## config.mk

```make
export PLATFORM = sky130hd
export DESIGN_NAME = dpi_stream_sequencer_flat
export DESIGN_NICKNAME = d
export VERILOG_FILES = /design/src/rtl/dpi_pkg.sv /design/src/rtl/dpi_stream_sequencer_if.sv /design/src/rtl/dpi_stream_table.sv /design/src/rtl/dpi_stream_sequencer.sv /design/src/flat_wrapper.sv
export SDC_FILE = /design/constraint.sdc
export NUM_CORES = 1
export LEC_CHECK = 0
export ABC_AREA = 1
export CAP_MARGIN = 20
export CORE_ASPECT_RATIO = 1.2
export CORE_MARGIN = 8
export CORE_UTILIZATION = 30
export CTS_BUF_LIST = sky130_fd_sc_hd__clkbuf_8
export CTS_CLUSTER_DIAMETER = 80
export DETAILED_ROUTE_END_ITERATION = 8
export DONT_BUFFER_PORTS = 1
export SLEW_MARGIN = 20
export SYNTH_ARGS = -nofsm -noshare
export SYNTH_HDL_FRONTEND = slang
export SYNTH_SLANG_ARGS = --single-unit
```

## constraint.sdc

```tcl
create_clock -name clk -period 2.8 [get_ports clk]
set_input_delay 0.28 -clock clk [delete_from_list [all_inputs] [get_ports clk]]
set_output_delay 0.28 -clock clk [all_outputs]
set_load 0.1 [all_outputs]
```

## src/rtl/dpi_pkg.sv

```systemverilog
// Shared types for the DPI stream sequencer: stream-ID width, table depth,
// regex count, FSM state encoding and the per-packet result record.
package dpi_pkg;

   localparam int SID_W       = 6;
   localparam int NUM_STREAMS = 64;
   localparam int NUM_RE      = 8;
   localparam int CHAR_W      = 8;

   typedef logic [SID_W-1:0]  sid_t;
   typedef logic [NUM_RE-1:0] re_mask_t;
   typedef logic [CHAR_W-1:0] char_t;

   typedef enum logic [2:0] {
      ST_IDLE   = 3'd0,
      ST_LOAD   = 3'd1,
      ST_PRIME  = 3'd2,
      ST_STREAM = 3'd3,
      ST_DRAIN  = 3'd4,
      ST_EOP    = 3'd5,
      ST_REPORT = 3'd6
   } state_e;

   typedef struct packed {
      sid_t     sid;
      re_mask_t match;
   } result_t;

endpackage

```

## src/rtl/dpi_stream_sequencer_if.sv

```systemverilog
// Bundle of the packet input, config, matcher-control and result signals.
// The sequencer uses the slave view; the environment drives the master view.
interface dpi_stream_sequencer_if;
   import dpi_pkg::*;

   logic     in_valid;
   logic     in_ready;
   char_t    in_data;
   logic     in_sop;
   logic     in_eop;
   sid_t     in_sid;

   logic     cfg_we;
   sid_t     cfg_sid;
   re_mask_t cfg_mask;
   logic     cfg_clear;

   logic     re_load_state;
   logic     re_new_stream_id;
   logic     re_eop;
   sid_t     re_stream_id;
   char_t    re_char;
   logic     re_char_vld;
   re_mask_t re_enable;
   re_mask_t re_fired;

   logic     res_valid;
   sid_t     res_sid;
   re_mask_t res_match;
   logic     err;
   logic     busy;

   modport master (
      output in_valid, in_data, in_sop, in_eop, in_sid,
      output cfg_we, cfg_sid, cfg_mask, cfg_clear,
      output re_fired,
      input  in_ready,
      input  re_load_state, re_new_stream_id, re_eop, re_stream_id,
      input  re_char, re_char_vld, re_enable,
      input  res_valid, res_sid, res_match, err, busy
   );

   modport slave (
      input  in_valid, in_data, in_sop, in_eop, in_sid,
      input  cfg_we, cfg_sid, cfg_mask, cfg_clear,
      input  re_fired,
      output in_ready,
      output re_load_state, re_new_stream_id, re_eop, re_stream_id,
      output re_char, re_char_vld, re_enable,
      output res_valid, res_sid, res_match, err, busy
   );

endinterface

```

## src/rtl/dpi_stream_table.sv

```systemverilog
// Per-stream state: one "seen" bit and one regex enable mask per stream ID,
// with a combinational read port, a config write port, set-seen and clear.
module dpi_stream_table
   import dpi_pkg::*;
(
   input  logic     clk,
   input  logic     rst_n,
   input  sid_t     i_rd_sid,
   output logic     o_rd_seen,
   output re_mask_t o_rd_mask,
   input  logic     i_cfg_we,
   input  sid_t     i_cfg_sid,
   input  re_mask_t i_cfg_mask,
   input  logic     i_set_seen,
   input  sid_t     i_set_sid,
   input  logic     i_clear
);

   logic [NUM_STREAMS-1:0] r_seen;
   logic [NUM_STREAMS-1:0] w_seen_nxt;
   re_mask_t               r_mask [NUM_STREAMS];

   // Clear is applied before the set so a packet ending on the clear cycle
   // is still remembered.
   always_comb begin
      // NOTE: default assignment first so no path leaves the signal unassigned (no latch).
      w_seen_nxt = i_clear ? '0 : r_seen;
      if (i_set_seen) begin
         w_seen_nxt[i_set_sid] = 1'b1;
      end
   end

   always_ff @(posedge clk or negedge rst_n) begin
      // NOTE: non-blocking assignments in clocked blocks so every flop samples pre-edge values.
      if (!rst_n) begin
         r_seen <= '0;
      end else begin
         r_seen <= w_seen_nxt;
      end
   end

   always_ff @(posedge clk or negedge rst_n) begin
      // NOTE: the mask file is a flop array that must read as all-zero after
      // reset, so every entry is reset explicitly (no RAM macro here).
      if (!rst_n) begin
         for (int i = 0; i < NUM_STREAMS; i++) begin
            r_mask[i] <= '0;
         end
      end else if (i_cfg_we) begin
         r_mask[i_cfg_sid] <= i_cfg_mask;
      end
   end

   assign o_rd_seen = r_seen[i_rd_sid];
   assign o_rd_mask = r_mask[i_rd_sid];

endmodule

```

## src/rtl/dpi_stream_sequencer.sv

```systemverilog
// Front-end controller for the regex matcher bank: sequences load/prime,
// streams packet bytes, drains, signals end-of-packet and reports matches.
module dpi_stream_sequencer
   import dpi_pkg::*;
#(
   parameter int DRAIN_CYC = 2
) (
   input logic                   clk,
   input logic                   rst_n,
   dpi_stream_sequencer_if.slave bus
);

   localparam int              CNT_W      = (DRAIN_CYC < 1) ? 1 : $clog2(DRAIN_CYC + 1);
   localparam logic [CNT_W-1:0] DRAIN_LAST = CNT_W'(DRAIN_CYC);

   state_e           r_state;
   state_e           w_state_nxt;
   sid_t             r_sid;
   re_mask_t         r_enable;
   char_t            r_char;
   logic             r_char_vld;
   logic [CNT_W-1:0] r_drain_cnt;
   logic             r_first;
   result_t          r_res;
   logic             r_err;

   logic     w_idle_sop;
   logic     w_idle_drop;
   logic     w_in_ready;
   logic     w_accept;
   logic     w_stream_acc;
   logic     w_proto_err;
   logic     w_seen;
   re_mask_t w_mask;

   // The sop beat is only observed in IDLE; it is consumed later in STREAM.
   assign w_idle_sop   = (r_state == ST_IDLE) & bus.in_valid & bus.in_sop;
   assign w_idle_drop  = (r_state == ST_IDLE) & bus.in_valid & ~bus.in_sop;
   assign w_in_ready   = (r_state == ST_STREAM) | w_idle_drop;
   assign w_accept     = bus.in_valid & w_in_ready;
   assign w_stream_acc = (r_state == ST_STREAM) & w_accept;
   assign w_proto_err  = w_idle_drop | (w_stream_acc & bus.in_sop & ~r_first);

   dpi_stream_table u_table (
      .clk        (clk),
      .rst_n      (rst_n),
      .i_rd_sid   (r_sid),
      .o_rd_seen  (w_seen),
      .o_rd_mask  (w_mask),
      .i_cfg_we   (bus.cfg_we),
      .i_cfg_sid  (bus.cfg_sid),
      .i_cfg_mask (bus.cfg_mask),
      .i_set_seen (r_state == ST_EOP),
      .i_set_sid  (r_sid),
      .i_clear    (bus.cfg_clear)
   );

   always_comb begin
      w_state_nxt = r_state;
      unique case (r_state)
         ST_IDLE:   if (w_idle_sop) w_state_nxt = ST_LOAD;
         ST_LOAD:   w_state_nxt = ST_PRIME;
         ST_PRIME:  w_state_nxt = ST_STREAM;
         ST_STREAM: if (w_stream_acc && bus.in_eop) w_state_nxt = ST_DRAIN;
         ST_DRAIN:  if (r_drain_cnt == DRAIN_LAST) w_state_nxt = ST_EOP;
         ST_EOP:    w_state_nxt = ST_REPORT;
         ST_REPORT: w_state_nxt = ST_IDLE;
         default:   w_state_nxt = ST_IDLE;
      endcase
   end

   always_ff @(posedge clk or negedge rst_n) begin
      if (!rst_n) begin
         r_state <= ST_IDLE;
         r_sid   <= '0;
         r_first <= 1'b0;
      end else begin
         r_state <= w_state_nxt;
         if (w_idle_sop) begin
            r_sid <= bus.in_sid;
         end
         if (r_state == ST_PRIME) begin
            r_first <= 1'b1;
         end else if (w_stream_acc) begin
            r_first <= 1'b0;
         end
      end
   end

   // Drain count 0 is the cycle the last character is on the bus; counts
   // 1..DRAIN_CYC are the idle cycles before re_eop.
   always_ff @(posedge clk or negedge rst_n) begin
      if (!rst_n) begin
         r_char      <= '0;
         r_char_vld  <= 1'b0;
         r_drain_cnt <= '0;
      end else begin
         r_char_vld <= w_stream_acc;
         if (w_stream_acc) begin
            r_char <= bus.in_data;
         end
         if (r_state == ST_DRAIN) begin
            r_drain_cnt <= r_drain_cnt + CNT_W'(1);
         end else begin
            r_drain_cnt <= '0;
         end
      end
   end

   // The enable mask is frozen at LOAD so mid-packet config writes only
   // affect the stream's next packet.
   always_ff @(posedge clk or negedge rst_n) begin
      if (!rst_n) begin
         r_enable <= '0;
         r_res    <= '0;
         r_err    <= 1'b0;
      end else begin
         if (r_state == ST_LOAD) begin
            r_enable <= w_mask;
         end
         if (r_state == ST_EOP) begin
            r_res <= '{sid: r_sid, match: bus.re_fired & r_enable};
         end
         if (w_proto_err) begin
            r_err <= 1'b1;
         end else if (bus.cfg_clear) begin
            r_err <= 1'b0;
         end
      end
   end

   assign bus.in_ready         = w_in_ready;
   assign bus.re_load_state    = (r_state == ST_LOAD);
   assign bus.re_new_stream_id = (r_state == ST_LOAD) & ~w_seen;
   assign bus.re_eop           = (r_state == ST_EOP);
   assign bus.re_stream_id     = r_sid;
   assign bus.re_char          = r_char;
   assign bus.re_char_vld      = r_char_vld;
   assign bus.re_enable        = r_enable;
   assign bus.res_valid        = (r_state == ST_REPORT);
   assign bus.res_sid          = r_res.sid;
   assign bus.res_match        = r_res.match;
   assign bus.err              = r_err;
   assign bus.busy             = (r_state != ST_IDLE);

endmodule

```

## src/flat_wrapper.sv

```systemverilog
// flat-port wrapper written by rule: the top's interface ports become plain ports
module dpi_stream_sequencer_flat import dpi_pkg::*;
#(
   parameter int DRAIN_CYC = 2
)
  (clk, rst_n, bus_in_valid, bus_in_data, bus_in_sop, bus_in_eop, bus_in_sid, bus_cfg_we, bus_cfg_sid, bus_cfg_mask, bus_cfg_clear, bus_re_fired, bus_in_ready, bus_re_load_state, bus_re_new_stream_id, bus_re_eop, bus_re_stream_id, bus_re_char, bus_re_char_vld, bus_re_enable, bus_res_valid, bus_res_sid, bus_res_match, bus_err, bus_busy);
  dpi_stream_sequencer_if bus_i ();
  input logic clk;
  input logic rst_n;
  input wire logic [$bits(bus_i.in_valid)-1:0] bus_in_valid;
  input wire logic [$bits(bus_i.in_data)-1:0] bus_in_data;
  input wire logic [$bits(bus_i.in_sop)-1:0] bus_in_sop;
  input wire logic [$bits(bus_i.in_eop)-1:0] bus_in_eop;
  input wire logic [$bits(bus_i.in_sid)-1:0] bus_in_sid;
  input wire logic [$bits(bus_i.cfg_we)-1:0] bus_cfg_we;
  input wire logic [$bits(bus_i.cfg_sid)-1:0] bus_cfg_sid;
  input wire logic [$bits(bus_i.cfg_mask)-1:0] bus_cfg_mask;
  input wire logic [$bits(bus_i.cfg_clear)-1:0] bus_cfg_clear;
  input wire logic [$bits(bus_i.re_fired)-1:0] bus_re_fired;
  output wire logic [$bits(bus_i.in_ready)-1:0] bus_in_ready;
  output wire logic [$bits(bus_i.re_load_state)-1:0] bus_re_load_state;
  output wire logic [$bits(bus_i.re_new_stream_id)-1:0] bus_re_new_stream_id;
  output wire logic [$bits(bus_i.re_eop)-1:0] bus_re_eop;
  output wire logic [$bits(bus_i.re_stream_id)-1:0] bus_re_stream_id;
  output wire logic [$bits(bus_i.re_char)-1:0] bus_re_char;
  output wire logic [$bits(bus_i.re_char_vld)-1:0] bus_re_char_vld;
  output wire logic [$bits(bus_i.re_enable)-1:0] bus_re_enable;
  output wire logic [$bits(bus_i.res_valid)-1:0] bus_res_valid;
  output wire logic [$bits(bus_i.res_sid)-1:0] bus_res_sid;
  output wire logic [$bits(bus_i.res_match)-1:0] bus_res_match;
  output wire logic [$bits(bus_i.err)-1:0] bus_err;
  output wire logic [$bits(bus_i.busy)-1:0] bus_busy;
  assign bus_i.in_valid = bus_in_valid;
  assign bus_i.in_data = bus_in_data;
  assign bus_i.in_sop = bus_in_sop;
  assign bus_i.in_eop = bus_in_eop;
  assign bus_i.in_sid = bus_in_sid;
  assign bus_i.cfg_we = bus_cfg_we;
  assign bus_i.cfg_sid = bus_cfg_sid;
  assign bus_i.cfg_mask = bus_cfg_mask;
  assign bus_i.cfg_clear = bus_cfg_clear;
  assign bus_i.re_fired = bus_re_fired;
  assign bus_in_ready = bus_i.in_ready;
  assign bus_re_load_state = bus_i.re_load_state;
  assign bus_re_new_stream_id = bus_i.re_new_stream_id;
  assign bus_re_eop = bus_i.re_eop;
  assign bus_re_stream_id = bus_i.re_stream_id;
  assign bus_re_char = bus_i.re_char;
  assign bus_re_char_vld = bus_i.re_char_vld;
  assign bus_re_enable = bus_i.re_enable;
  assign bus_res_valid = bus_i.res_valid;
  assign bus_res_sid = bus_i.res_sid;
  assign bus_res_match = bus_i.res_match;
  assign bus_err = bus_i.err;
  assign bus_busy = bus_i.busy;
  dpi_stream_sequencer #(.DRAIN_CYC(DRAIN_CYC)) u_core (.clk(clk), .rst_n(rst_n), .bus(bus_i));
endmodule
```

Word level (Yosys, flattened, before mapping)
Cells that the tools add are included.

Register bits after elaboration: 620. Logic and storage cells: 137. Memory bits (writable): 0. Input port bits: 43. ROM bits: 0. Latch bits: 0. Memories kept: 0.

Equality and inequality tests: 10. Muxes and demuxes: 21. Reduce and logical (&&, ||, !) cells: 8. Bitwise gates (word level): 17. Shift-type cells: 0. Div/mod/pow operators: 0. Add/sub/neg operators: 1. $lt $le $gt $ge: 5. Multiply operators: 0.

Operators by type and width (count): bitwise mux 512 bit (1); 2-to-1 mux 64 bit (2); bitwise OR 64 bit (1); binary-select mux 8 bit (select 6 bit) (1); demux 8 bit (select 6 bit) (1); 2-to-1 mux 8 bit (3); case mux 3 bit (6 select lines) (1); greater-or-equal comparator 7 bit (second input constant) (2); NOT 6 -> 7 bit (2); == test 3 bit (second input constant) (3); 2-to-1 mux 3 bit (3); AND 1 bit (8); AND 8 bit (1); less-than comparator 6 x 7 -> 1 bit (second input constant) (1); less-than comparator 7 x 1 -> 1 bit (second input constant) (1); binary-select mux 1 bit (select 6 bit) (1); demux 1 bit (select 6 bit) (1); == test 3 x 2 -> 1 bit (second input constant) (2); greater-or-equal comparator 6 x 1 -> 1 bit (second input constant) (1); 2-to-1 mux 1 bit (6); inequality test 2 x 1 -> 1 bit (second input constant) (2); nonzero test 2 bit (2); == test 3 x 1 -> 1 bit (second input constant) (1); logical AND 1 bit (3); other kinds (9) (12).

Depth between registers and ports, before layout
Depth after elaboration: 10. Depth in mapped cells: 14. Depth with buffers taken out: 11.

By module
From an unflattened synthesis, not the netlist that was laid out.

Cell total of the unflattened synthesis: 3541. Area total of the unflattened synthesis: 28528.6 um^2.

Modules (own cells, without submodules): dpi_stream_table (instances 1, seq. area each 14413.8 um^2, cells an instance 3335, area each 26681.8 um^2); dpi_stream_sequencer (instances 1, seq. area each 1101.1 um^2, cells an instance 206, area each 1846.8 um^2).

Worst setup path after synthesis
No wires, ideal clock.

Path type: reg-to-output. Start: register u_core.r_state[1]. End: output bus_re_new_stream_id. Required time: 2520 ps. Slack: -937 ps. Buffers on the path: 1. Cell stages (with the launch flop): 9. Arrival time: 3457 ps. Cells stage by stage: dfrtp_1 nor2_1 inv_1 nor2_1 clkbuf_1 inv_1 a21oi_1 nand3_1 nor2_1.

Cells in the longest elaborated chain, start to end: 2.

RTL lines: start, declared (line dpi_stream_sequencer.sv:16) `state_e r_state;`; start signal, assigned (line dpi_stream_sequencer.sv:78) `r_state <= w_state_nxt;`; == test 3 x 1 -> 1 bit; via bus_re_load_state (line flat_wrapper.sv:21) `output wire logic [$bits(bus_i.re_load_state)-1:0] bus_re_load_state;`; AND 1 bit (line dpi_stream_sequencer.sv:134) `assign bus.re_new_stream_id = (r_state == ST_LOAD) & ~w_seen;`; end, declared (line flat_wrapper.sv:22) `output wire logic [$bits(bus_i.re_new_stream_id)-1:0] bus_re_new_stream_id;`.

The timed path passes the listed nets, and every way through them passes these cells.

Final worst setup path
Start: register u_core.r_sid[0] (netlist: u_core.bus.re_stream_id[0]). End: output bus_re_new_stream_id.

Cells in the longest elaborated chain, start to end: 4.

RTL lines: start, declared (line dpi_stream_sequencer.sv:18) `sid_t r_sid;`; start signal, assigned (line dpi_stream_sequencer.sv:80) `r_sid <= bus.in_sid;`; binary-select mux 1 bit (select 6 bit) (line dpi_stream_table.sv:54) `assign o_rd_seen = r_seen[i_rd_sid];`; 2-to-1 mux 1 bit (not written as such) (line dpi_stream_table.sv:54); NOT 1 bit (line dpi_stream_sequencer.sv:134); AND 1 bit (line dpi_stream_sequencer.sv:134).

No other way between the ends. The select of a mux whose other input is x is not followed.

==> summary.txt <==
share of layout cells above drive strength 1 -> 0.104
asr flop ratio synth -> 1.00
CTS tree -> built
Avg Cell Area, Syn -> 7.70 µm²
largest net degree at the start of global routing -> 621
clk buf depth -> 3
final non-filler cell area -> 0.0343 mm²
Switching Fraction -> 0.434
wire per inst -> 18.4 µm
Slew headroom -> 0.0817
Final Skew -> 35.4 ps
H-Tree Level Count -> 3
num rows -> 125
worst setup margin -> -67.3 ps
Worst Tran Pin Value -> 1380 ps
commonest non-fill, non-tap cell in the layout -> nand2_1
Pwr Total -> 32.3 mW
sequential share of power -> 0.379
flops & latches, synth -> 620
final hold violations -> 151
GR met2 Demand/Resource -> 0.293
VDD IR max -> 0.620 mV
initial detailed-routing violation count -> 2360
Max Fanout on Critical Path -> 5
Primary FF master, synth -> dfrtp_1
failing checks -> hold timing, setup timing
Syn Inst Count -> 3770
CP endpoint kind -> output port
Leakage -> 16.4 nW
Crit Path Category -> register to output port
Die W -> 300 µm
Power Density -> 941 mW/mm²
Synth cell types -> 28
Root Buffer -> clkbuf_8
clock sink count -> 620
outcome -> finished with violations
IO buf count -> 0
io pins -> 87
commonest non-fill, non-tap cells in the layout -> nand2_1 (1243), o21ai_0 (637), dfrtp_1 (616)
clk_lat worst skew -> 750 ps
WP data required -> 2520 ps
total track usage -> 0.177
Hold WC Path Type -> primary input to async pin
Reg2Reg Depth -> 8
DR vias/cell -> 4.83
crit path time final -> 2870 ps
Fillers -> 10109
register area share after synthesis -> 0.534
reg2reg start -> u_core.r_state[2]
syn nets -> 3814
dpl cell area -> 0.0311 mm²
CP arrival -> 2590 ps
fmax -> 349 MHz
RSZ-0062 raised after global routing -> yes
DRC -> 0
fin crit share -> 1.02
CP Launch Type -> register
final design utilization -> 0.356
synthesis-to-finish area growth -> 18.2%
Die Area -> 0.107 mm²
Initial Util -> 0.301
met3 GRT Util -> 0.0230
Net count, final -> 3925
Ys Warns -> 0
CTS Buf Count -> 96
M1 GR Usage -> 0.218
gr busiest metal -> met2
RD Place Congestion -> 0.898
Total Wirelength -> 96.4 mm
initial antenna violation count -> 8
Gate power share -> 0.376
Internal Pwr Total -> 18.3 mW
reg2reg end -> u_core.bus.re_char[3]
DP HPWL -> 60.6 mm
power share of the clock group -> 0.245
worst hold margin -> -313 ps
Core ar. -> 0.0963 mm²
Netlist Area Pre-Place -> 0.0290 mm²
Clock transition at path regs -> 70 ps
endpoints failing setup -> 1
sw power -> 14.0 mW
Final ANT Viol Nets -> 0
Slew Viols, Final -> 0
Pre-Repair DR Iteration Count -> 8
vias in the first global route -> 24326
number of flops mapped to enable cells by yosys -> 0
grt ovf -> 0
via count -> 25283
Die Ht -> 357 µm
reg-to-reg slack, setup -> 80 ps
number of max-cap violations -> 0
global-route wire length before repair -> 148 mm
-- layer usage --
metal	wire length [µm]	part of all wire	vias up
li1	-	-	12088
met1	39100	0.41	12092
met2	46100	0.48	849
met3	5190	0.054	252
met4	6070	0.063	2
met5	13	0.00013	-
-- worst max-delay path: stages, from the launching register on --
cell and delay, ps:
dfrtp_4 520, buf_12 160, buf_8 140, buf_16 130, o21ai_1 140, nand2_1 70, nand2_1 60, nand2_1 40
nand2_1 90, nand2_1 70, nand2_1 70, nor2_1 40, nand2_1 90, nor2_4 60, buf_12 160
-- state kept, by name, indices dropped and copies added, names as in the netlist --
register / cells
u_core.bus.re_stream_id: 6
u_core.r_drain_cnt: 2
u_core.r_first: 1
u_core.bus.res_sid: 6
u_core.bus.res_match: 8
u_core.bus.re_char: 8
u_core.bus.re_char_vld: 1
u_core.u_table.r_mask: 512
u_core.u_table.r_seen: 64
u_core.bus.re_enable: 8
u_core.bus.err: 1
u_core.r_state: 3
-- power groups by stage --
stage	combinational, mW	clock, mW	sequential [mW]
after floorplan	6.27	0	12.9
after global placement	10.7	0	12.4
after detailed placement	10.8	0	12.4
after CTS	11.7	8.11	12.3
after global routing	13.2	8.46	12.4
final	12.2	7.91	12.3
-- worst max path at each step --
stage | from | to | slack [ps] | cells after the start
floorplan | u_core.bus.re_stream_id[0] | bus_re_new_stream_id | 110 | 9
global placement | u_core.bus.re_stream_id[0] | u_core.bus.re_enable[2] | 270 | 12
detailed placement | u_core.bus.re_stream_id[0] | u_core.bus.re_enable[2] | 260 | 12
CTS | u_core.bus.re_stream_id[0] | bus_re_new_stream_id | -160 | 14
global route | u_core.bus.re_stream_id[0] | bus_re_new_stream_id | -170 | 14
finish | u_core.bus.re_stream_id[0] | bus_re_new_stream_id | -70 | 14
-- cell type report --
cell class / instances / area [µm²] / share of cell area
Sequential cell: 620 / 15500 / 0.452
Timing Repair Buffer: 238 / 2500 / 0.0730
Clock inverter: 51 / 270 / 0.00787
Inverter: 427 / 1620 / 0.0473
Antenna cell: 1 / 2.50 / 0.0000729
Clock buffer: 126 / 1730 / 0.0505
Multi-Input combinational cell: 2498 / 11100 / 0.323
Tap cell: 1270 / 1590 / 0.0463
-- metrics by stage --
stage / setup WS (ps) / std cells / setup TNS [ps]
global route: -174 / 5231 / -174
CTS: -162 / 5216 / -162
floorplan: 109 / 3770 / 0
finish: -67.3 / 5231 / -67.3
detailed placement: 258 / 4962 / 0
global placement: 266 / 4962 / 0
-- synth_stat cells (all sizes together) (2+ instances only) --
library cell  count  area [µm²]
a21oi            29         145
a22oi             2        15.0
buf              71         348
clkbuf          154         578
clkinv            5        18.8
dfrtp           620       15500
inv             422        1580
nand2          1247        4680
nand3           162         811
nand3b            2        15.0
nand4             7        43.8
nor2            270        1050
nor3             17         126
nor4              6         128
o211ai           48         360
o21ai           659        3300
o22ai            28         175
or2              18         113
-- timing repair --
action | CTS | global route
gates cloned | 7 | 2
pin swaps | 7 | 8
endpoints found under the hold margin | 936 | 293
hold buffers | 61 | 4
setup endpoints to repair | 1 | 2
buffers inserted | 10 | 8
resized for setup | 29 | 26
-- cells by family (layout without fill, tap and decap cells) --
family                     after synthesis  in the layout  synth area share
buffers and inverters                  652            842            0.0871
and+or+nand+nor                       1729           1729             0.240
other                                    0              1                 0
DFF                                    620            620             0.534
adders and majority gates                1              1          0.000431
AOI/OAI and AO/OA                      768            768             0.138
No activity file was read; power rests on OpenSTA's default activity.
